File: src/rtl/lsu_pkg.sv
// rtl/lsu_pkg.sv - shared funct3 constants and FSM state type for the load/store unit
package lsu_pkg;

  localparam logic [2:0] F3_B  = 3'd0;
  localparam logic [2:0] F3_H  = 3'd1;
  localparam logic [2:0] F3_W  = 3'd2;
  localparam logic [2:0] F3_BU = 3'd4;
  localparam logic [2:0] F3_HU = 3'd5;

  typedef enum logic [2:0] {
    IDLE   = 3'd0,
    LOAD   = 3'd1,
    RMW_RD = 3'd2,
    RMW_WR = 3'd3,
    WRITE  = 3'd4,
    RESP   = 3'd5
  } lsu_state_e;

endpackage

File: src/rtl/lsu_lane_align.sv
// rtl/lsu_lane_align.sv - byte/halfword lane extract with extension, and store-lane merge
module lsu_lane_align
  import lsu_pkg::*;
(
  input  logic [2:0]  funct3,
  input  logic [1:0]  lane,
  input  logic [31:0] rword,
  input  logic [31:0] wdata,
  output logic [31:0] load_data,
  output logic [31:0] merged
);

  logic [7:0]  byte_sel;
  logic [15:0] half_sel;

  assign byte_sel = rword[{lane, 3'b000} +: 8];
  assign half_sel = rword[{lane[1], 4'b0000} +: 16];

  always_comb begin
    load_data = rword;
    case (funct3)
      F3_B:    load_data = {{24{byte_sel[7]}}, byte_sel};
      F3_H:    load_data = {{16{half_sel[15]}}, half_sel};
      F3_BU:   load_data = {24'd0, byte_sel};
      F3_HU:   load_data = {16'd0, half_sel};
      default: load_data = rword;
    endcase
  end

  // Lanes outside the store width keep the word just read from memory.
  always_comb begin
    merged = rword;
    case (funct3)
      F3_B:    merged[{lane, 3'b000} +: 8]     = wdata[7:0];
      F3_H:    merged[{lane[1], 4'b0000} +: 16] = wdata[15:0];
      default: merged = wdata;
    endcase
  end

endmodule

File: src/rtl/load_store_unit.sv
// rtl/load_store_unit.sv - load/store initiator for a single-cycle word memory with RMW sub-word stores
module load_store_unit
  import lsu_pkg::*;
#(
  parameter int ADDR_W = 7
) (
  input  logic              clk,
  input  logic              rst_n,
  input  logic              req_valid,
  output logic              req_ready,
  input  logic              req_we,
  input  logic [2:0]        req_funct3,
  input  logic [31:0]       req_addr,
  input  logic [31:0]       req_wdata,
  output logic              resp_valid,
  output logic [31:0]       resp_rdata,
  output logic              resp_err,
  output logic              mem_read_en,
  output logic              mem_write_en,
  output logic [ADDR_W-1:0] mem_address,
  output logic [31:0]       mem_data_in,
  input  logic [31:0]       mem_data_out
);

  lsu_state_e          state_q, state_d;
  logic [ADDR_W+1:0]   addr_q;
  logic [2:0]          f3_q;
  logic                we_q;
  logic                err_q;
  logic [31:0]         wdata_q;
  logic [31:0]         data_q;
  logic                accept;
  logic                misalign, out_of_range, illegal, req_err;
  logic [31:0]         load_data, merged;

  assign accept = req_valid && req_ready;

  always_comb begin
    misalign     = ((req_funct3[1:0] == 2'd1) && req_addr[0]) ||
                   ((req_funct3[1:0] == 2'd2) && (req_addr[1:0] != 2'd0));
    out_of_range = |req_addr[31:ADDR_W+2];
    illegal      = req_we ? (req_funct3 > F3_W)
                          : ((req_funct3 == 3'd3) || (req_funct3[2:1] == 2'b11));
    req_err      = misalign || out_of_range || illegal;
  end

  lsu_lane_align u_lane_align (
    .funct3    (f3_q),
    .lane      (addr_q[1:0]),
    .rword     (mem_data_out),
    .wdata     (wdata_q),
    .load_data (load_data),
    .merged    (merged)
  );

  always_ff @(posedge clk or negedge rst_n) begin
    if (!rst_n) begin
      state_q <= IDLE;
      addr_q  <= '0;
      f3_q    <= '0;
      we_q    <= 1'b0;
      err_q   <= 1'b0;
      wdata_q <= '0;
      data_q  <= '0;
    end else begin
      state_q <= state_d;
      if (accept) begin
        addr_q  <= req_addr[ADDR_W+1:0];
        f3_q    <= req_funct3;
        we_q    <= req_we;
        err_q   <= req_err;
        wdata_q <= req_wdata;
      end
      // data_q holds the extended load result, or the merged word awaiting write-back.
      if (state_q == LOAD)
        data_q <= load_data;
      else if (state_q == RMW_RD)
        data_q <= merged;
    end
  end

  assign mem_address = addr_q[ADDR_W+1:2];

  always_comb begin
    state_d      = state_q;
    req_ready    = 1'b0;
    resp_valid   = 1'b0;
    resp_rdata   = '0;
    resp_err     = 1'b0;
    mem_read_en  = 1'b0;
    mem_write_en = 1'b0;
    mem_data_in  = '0;
    case (state_q)
      IDLE: begin
        req_ready = 1'b1;
        if (req_valid) begin
          if (req_err)             state_d = RESP;
          else if (!req_we)        state_d = LOAD;
          else if (req_funct3 == F3_W) state_d = WRITE;
          else                     state_d = RMW_RD;
        end
      end
      LOAD: begin
        mem_read_en = 1'b1;
        state_d     = RESP;
      end
      RMW_RD: begin
        mem_read_en = 1'b1;
        state_d     = RMW_WR;
      end
      RMW_WR: begin
        mem_write_en = 1'b1;
        mem_data_in  = data_q;
        state_d      = RESP;
      end
      WRITE: begin
        mem_write_en = 1'b1;
        mem_data_in  = wdata_q;
        state_d      = RESP;
      end
      RESP: begin
        resp_valid = 1'b1;
        resp_err   = err_q;
        resp_rdata = (we_q || err_q) ? 32'd0 : data_q;
        state_d    = IDLE;
      end
      default: state_d = IDLE;
    endcase
  end

endmodule
File: config.mk
export PLATFORM = sky130hd
export DESIGN_NAME = load_store_unit
export DESIGN_NICKNAME = d
export VERILOG_FILES = /design/src/rtl/lsu_pkg.sv /design/src/rtl/lsu_lane_align.sv /design/src/rtl/load_store_unit.sv
export SDC_FILE = /design/constraint.sdc
export NUM_CORES = 1
export LEC_CHECK = 0
export CORE_MARGIN = 2
export CORE_UTILIZATION = 35
export CTS_CLUSTER_SIZE = 30
export DETAILED_ROUTE_END_ITERATION = 10
export GPL_TIMING_DRIVEN = 1
export PLACE_DENSITY = 0.68
export SLEW_MARGIN = 40
export SYNTH_ARGS = -nofsm -noshare
export SYNTH_HDL_FRONTEND = slang
export SYNTH_SLANG_ARGS = --single-unit
File: constraint.sdc
create_clock -name clk -period 2.9 [get_ports clk]
set_input_delay 0.87 -clock clk [delete_from_list [all_inputs] [get_ports clk]]
set_output_delay 0.87 -clock clk [all_outputs]
set_load 0.05 [all_outputs]
# == After elaboration in Yosys (flattened, before gate mapping) ==
# Index checks and enable logic that the tools add are counted.
# classes
add_sub_neg,2
order_cmp,1
eq_ne,14
shifts,6
n_mux,20
reduce_logical,16
# op_table
operator,count
2-to-1 mux 32 bit,4
case mux 32 bit (2 select lines),2
case mux 32 bit (4 select lines),1
bitwise mux 32 bit,2
"variable shift 16 x 7 -> 32 bit, first input constant",1
"variable shift 8 x 7 -> 32 bit, first input constant",1
variable part select 16 x 7 -> 32 bit,1
variable part select 32 x 6 -> 16 bit,1
variable part select 32 x 6 -> 8 bit,1
variable part select 8 x 7 -> 32 bit,1
OR reduction 23 bit,1
negation 5 -> 7 bit,2
"equality test 3 x 2 -> 1 bit, second input constant",4
"equality test 3 bit, second input constant",4
2-to-1 mux 3 bit,4
case mux 3 bit (3 select lines),1
"equality test 3 x 1 -> 1 bit, second input constant",2
logical NOT 3 bit,2
2-to-1 mux 1 bit,6
logical OR 1 bit,5
"equality test 2 bit, second input constant",2
nonzero test 2 bit,2
OR reduction 2 bit,2
"greater-than comparator 3 x 2 -> 1 bit, second input constant",1
other kinds (4),6
# word_totals
regBits,81
inputBits,103
out_inout_bits,76
wordCells,66

# == Depth between registers and ports, before layout ==
# depth
depth_word,8
ltp_mapped,9
ltp_nobuf,6

# == By module ==
# From an unflattened synthesis, not the netlist that was laid out.
# hier_totals
hier_cells,621
area_unflattened_um2,5985.7
# modules_own_cells
module,instances,cells_each,area_each_um2,seq_area_each_um2
load_store_unit,1,359,4093.9,2026.9
lsu_lane_align,1,262,1891.8,0.0

# == Least setup slack after synthesis ==
# No wires, ideal clock.
# synth_path
kind,register to output
from,reg state_q[1]
to,out resp_rdata[10]
t_arrival_ps,2095
setup_slack_ps,-65
stages_incl_launch_ff,6
path_buffers,2
cell_sequence,dfrtp_1 buf_2 and3b_1 nor3b_1 clkbuf_1 and2_1
# synth_via
elab_chain_len,2
# synth_lines
element,line_no,source
start: declaration,load_store_unit.sv:25,"lsu_state_e state_q, state_d;"
start signal: assignment,load_store_unit.sv:66,state_q <= state_d;
equality test 3 bit,load_store_unit.sv:93,case (state_q)
2-to-1 mux 32 bit,load_store_unit.sv:93,
end: declaration,load_store_unit.sv:16,"output logic [31:0] resp_rdata,"
# Every way passes these cells.

# == Worst setup path after layout ==
# layout_path
from,reg state_q[0]
to,out resp_rdata[7]
# The elaborated chain is that of the path after synthesis.

==> results.toml <==
[clock_tree]
insertion_delay_ns = 0.35
htree_levels = 3
clk_path_buf_depth = 2
clkSinkCount = 81
hold_buffers = 0
ctsRootBufferMaster = "clkbuf_16"
clk_pin_slew_ns = 0.06
cts_tree = "built"
cts_setup_buffers = 0
numCtsBuffers = 9

[hold_path]
holdCritPathClass = "input pin to async pin"

[yosys]
synth_edf_count = 0
synthesis.area_um2 = 5710
synthAdderAreaFrac = 0.0110
postSynthAreaPerCell_um2 = 9.76
postSynth.asyncResetShare = 1.00
synthMuxAreaShare = 0.125
synth-warning-count = 0
syn_nets = 693
synth_largest_area_cell = "dfrtp_1"
synth_common_cells = "81 x dfrtp_1, 39 x mux2_2, 36 x and2_1"
synth_top_area_share = 0.355
ys_top_cells_by_area = "dfrtp_1 36%, mux2_2 7.7%, a22o_1 4.9%"
synth_top_family_by_area = "compound AO/OA/AOI/OAI gates"
yosys_register_bits = 81
synth_compound_area_frac = 0.274
yosysSeqAreaShare = 0.355
synthXorXnorAreaFrac = 0.00153
synth.most_common_cell = "dfrtp_1"
ys.flop_type = "dfrtp_1"
synth_cells = 585
yosys.area_share.simple = 0.170
ys_types = 71

[cells_and_area]
postLayoutCellArea_um2 = 8640
multi_input_area_um2 = 3340
regArea_um2 = 2030
final_cells = 959
drive_above_1_share = 0.236
fin_util = 0.542
n_antenna_cell = 0
nNetsFinal = 847
area_growth_pct = 51.3
fillers = 1413

[timing]
finalSetupViolations = 0
setup_tns_ns = 0
hold_viol = 0
relSlewSlack = 0.499
slew_violations = 0
tightest_slew_ns = 0.752
finalCritPeriodShare = 0.949
setup_ws_ns = 0.149
rsz0062_at_grt = "no"
period_needed_ns = 2.75
hold_ws_ns = 0.502
fmax_ghz = 0.363
skew_ns = 0.00676

[critical_path]
reg2reg_depth = 6
critPathArrivalTime_ns = 1.88
cp_max_fo = 11
crit_path_top_delay_cell = "dfrtp_2"
end_kind = "output port"
reg2reg_slack_ns = 0.67
cp_cell_sequence = "and3b_2 > nor3b_2 > buf_4 > and2_1 > buf_12"
crit_path_max_incr_delay_ns = 0.45
r2r-end = "data_q[7]"
critical_path_class = "flip-flop to output port"
crit_required_ns = 2.03
start_kind = "flip-flop"
r2r_start = "addr_q[1]"

[power]
ir_drop_mv = 0.769
p_leak_nw = 3.42
pwr_density_cell_nw_per_um2 = 1050
power_mw = 9.06

[floorplan]
start_util = 0.358
fp-row-count = 46
chipWidth_um = 132
dieArea_um2 = 17400
core_area_um2 = 15900
ios = 179
die_height_um = 132

[global_routing]
grt_overflow = 0
grt_pass1_vias = 5770
grt.busiest_layer = "met2"
use_met1 = 0.336
grt.total_usage = 0.252
grt_pass1_wl_mm = 34.3
antenna_found_initial = 0
grt_max_degree = 54
use_met3 = 0.0667
gr-usage-met2 = 0.405

[route]
vias_per_cell = 5.91
drc = 0
drtIter0Drc = 541
avgRoutedWirePerCell_um = 22.5
wirelength_mm = 21.5
ant_nets = 0
drt_first_pass_iters = 5
vias = 5663

[placement]
post-place-ws_ns = 0.122
post-dp-hpwl_mm = 16.1
dp_cells = 944
placed_area_um2 = 8340
gp_congestion = 0.960
io_buffers = 178

[run]
maxCapViolCount = 0

[run_status]
status = "finished, final reports clean"
[cells in the final DEF (no fill, tap or decap), types with 10 or more instances in the layout]
cell type,Yosys,layout
o21ai_0,26,26
nor2_1,32,31
buf_4,14,22
a21o_1,11,11
nand3_1,10,10
buf_12,0,71
a221o_1,13,13
a22o_1,32,32
and2_1,36,35
clkdlybuf4s50_1,0,108
nand2_1,17,17
mux2_2,39,39
a21oi_1,23,23
dfrtp_1,81,79
o22ai_1,15,15
a221oi_1,16,16
nor2b_1,20,20
mux2i_1,25,25
[cell type report]
class | count | share of cell area
clock inverters | 5 | 0.00623
multi-input cells | 437 | 0.386
well taps | 216 | 0.0313
flip-flops and latches | 81 | 0.235
clock buffers | 10 | 0.0277
repair buffers | 202 | 0.310
inverters | 8 | 0.00348
[worst max-delay path, delay by kind of cell, from the launching register on]
kind	cells	cell delay, ns
buf+inv	2	0.38
simple gates	3	0.70
flops	1	0.45
[timing repair]
action / in CTS / in global routing
hold endpoints to repair: 0 / 0
gates resized for setup: 0 / 3
setup endpoints to repair: 0 / 24
[worst max-delay path by stage]
stage                           from  slack (ns)  cells past startpoint        endpoint
CTS                       state_q[0]        0.02                      5  resp_rdata[17]
floorplan                 state_q[1]        0.09                      5  resp_rdata[10]
detailed placement  mem_data_out[23]        0.12                      5      data_q[13]
global placement    mem_data_out[23]        0.13                      5      data_q[11]
finish                    state_q[0]        0.15                      5   resp_rdata[7]
global route              state_q[0]        0.05                      5  resp_rdata[18]
[sequential cells by signal, summed over array words and instances, names as in the netlist]
signal and count:
addr_q 9, wdata_q 32, state_q 3, we_q 1, err_q 1, data_q 32
f3_q 3
[report_power, final]
part | switching [mW] | internal [mW] | total [mW]
registers | 0.673 | 1.70 | 2.37
clock network | 0.479 | 0.684 | 1.16
logic | 3.11 | 2.41 | 5.52
total | 4.26 | 4.80 | 9.06
[routing by layer]
layer	vias to the layer above	wire [um]
met4	0	438
met5	-	0
met1	2759	9190
li1	2570	-
met2	301	10100
met3	33	1840
[logic make-up after synthesis]
group           count (synthesis)
compound gates                204
xor+xnor                        1
fa+ha+maj                       5
buf+inv                        67
flops                          81
mux                            65
simple gates                  162
Note: power is estimated with default switching activity, not from simulation.
==> variant (same settings) <==
Re-encode `lsu_state_e` (6 states) as one-hot, 6 bits wide.
--- a/src/rtl/lsu_pkg.sv
+++ b/src/rtl/lsu_pkg.sv
@@ -7,13 +7,13 @@
   localparam logic [2:0] F3_BU = 3'd4;
   localparam logic [2:0] F3_HU = 3'd5;
 
-  typedef enum logic [2:0] {
-    IDLE   = 3'd0,
-    LOAD   = 3'd1,
-    RMW_RD = 3'd2,
-    RMW_WR = 3'd3,
-    WRITE  = 3'd4,
-    RESP   = 3'd5
+  typedef enum logic [5:0] {
+    IDLE   = 6'b000001,
+    LOAD   = 6'b000010,
+    RMW_RD = 6'b000100,
+    RMW_WR = 6'b001000,
+    WRITE  = 6'b010000,
+    RESP   = 6'b100000
   } lsu_state_e;
 
 endpackage
Behaviour: no difference found for any inputs over 10 cycles, from zero or initial values and one cycle with rst_n low; not proved beyond that.
==> variant against the original RTL <==
  * Wire length fell by 4.8%
  * Power fell by 31%
  * Die area fell by 4.9%
  * Worst setup slack got worse by 490 ps
  * Global-route usage barely moved
  * Synthesized area fell by 5.0%
  * The flow now finishes with violations (setup timing)
  * Final area rose by 1.3%
  * Critical endpoint is now resp_rdata[13]
  * Fmax fell by 15%
  * First-iteration DRC count fell by 17%
  * Sequential cell count rose by 3
  * Worst hold slack improved by 8.8 ps
  * Sequential power fell by 16%
==> variant: results (changes against the original RTL) <==
metric,value,unit,change
Tot GR Track Use,25.2,%,about the same
signal arrival time at the worst endpoint,2370,ps,+490 ps
Hold Crit Class,reg -> reg,,
post-route worst setup slack,-344,ps,-492 ps
Vias,5440,,-3.9%
reg2reg start,state_q[3],,
vias in the first global route,5602,,-2.9%
first-pass GRT wire length,31700,um,-7.6%
Mapped Nets,650,,-6.2%
met2 routed WL,10200,um,+1.2%
DR pass1 iterations,5,,unchanged
share of post-route cells with drive strength above 1,34.0,%,+10 points
Reg power frac,31.8,%,+5.6 points
wl on met1,8150,um,-11%
clk_skew,9.91,ps,+3.15 ps
met3 Usage GRT,5.82,%,-0.85 points
Reg-to-Reg End,wdata_q[3],,
Final setup violation count,66,,+66
Post-synth top cells,"dfrtp_1 (83), a22o_1 (39), mux2_2 (39), and2_1 (34), clkbuf_1 (33)",,
Leak,3.65,nW,+6.6%
GP Congestion,0.900,,-6.3%
Pint,0.00368,W,-23%
post-route cell area,0.00875,mm2,+1.3%
# nets final,830,,-2.0%
main area contributors after synthesis,"dfrtp_1 (38%), mux2_2 (8.1%), a22o_1 (6.3%)",,
Placement Cell Area,0.00831,mm2,-0.36%
CP max stage cell,or4_4,,
Worst-Margin Slew,775,ps,+23.5 ps
failing checks,setup timing,,
CP max FO,5,,-6
setup_tns,-18880,ps,-18880 ps
Reg2Reg Depth,8,,+2
end of the critical path,resp_rdata[13],,
M2 GR Usage,42.4,%,+1.9 points
VDD IR-drop max,613,uV,-20%
CP max stage delay,560,ps,+110 ps
drt wl/cell,22.4,um,-0.26%
run status,"finished, violations left",,
R2R Setup Slk,230,ps,-440 ps
Initial DRC Count,447,,-17%
met1 Use GR,31.1,%,-2.5 points
largest net degree at the start of global routing,69,,+28%
origin of the worst setup path,state_q[0],,
combinational gate power,0.00302,W,-45%
routed wl met3,1550,um,-16%
fraction of the yosys area taken by sequential cells,38.8,%,+3.3 points
variant: cell families after synthesis:
| family | synth area share, % |
|---|---|
| adder cells (fa/ha/maj) | 1.15 |
| AND/OR/NAND/NOR | 14.4 |
| flip-flops | 38.8 |
| AO/OA/AOI/OAI | 25.0 |
| buffers and inverters | 5.44 |
| multiplexers | 15.0 |
| XOR/XNOR | 0.162 |
variant: repair_timing:
| item | in CTS | in global routing |
|---|---|---|
| gates resized for setup | 8 | 2 |
| pin swaps | 2 | 0 |
| hold buffers | 0 | 0 |
| gates cloned | 1 | 2 |
| buffers inserted | 2 | 3 |
| endpoints found under the setup margin | 66 | 67 |
variant: how the worst min path moves through the flow:
stage                           from         end  cells past startpoint
after global routing       addr_q[3]   addr_q[3]                      1
final                      addr_q[8]   addr_q[8]                      1
after global placement     addr_q[8]   addr_q[8]                      1
after floorplan           data_q[31]  data_q[31]                      2
after CTS                  addr_q[8]   addr_q[8]                      1
after detailed placement   addr_q[2]   addr_q[2]                      1
variant: per-stage QoR:
| stage | cells | hold WS, ps | power (W) | setup slack (ps) | util (%) |
|---|---|---|---|---|---|
| after global placement | 891 | 491 | 0.00491 | 72.4 | 54.8 |
| after floorplan | 542 | 473 | 0.00396 | -237 | - |
| after CTS | 910 | 515 | 0.00622 | -295 | 57.4 |
| after global routing | 915 | 538 | 0.00660 | -402 | 57.8 |
| after detailed placement | 891 | 493 | 0.00496 | 39.5 | 54.9 |
| final | 915 | 511 | 0.00625 | -344 | 57.8 |
variant: cell type report:
type                    instances  area (um2)
clock buffers                  11         243
clock inverters                 5        75.1
fillers                      1273        6390
inverters                      15        56.3
multi-input cells             392        3180
flip-flops and latches         84        2100
well taps                     188         235
repair buffers                220        2860
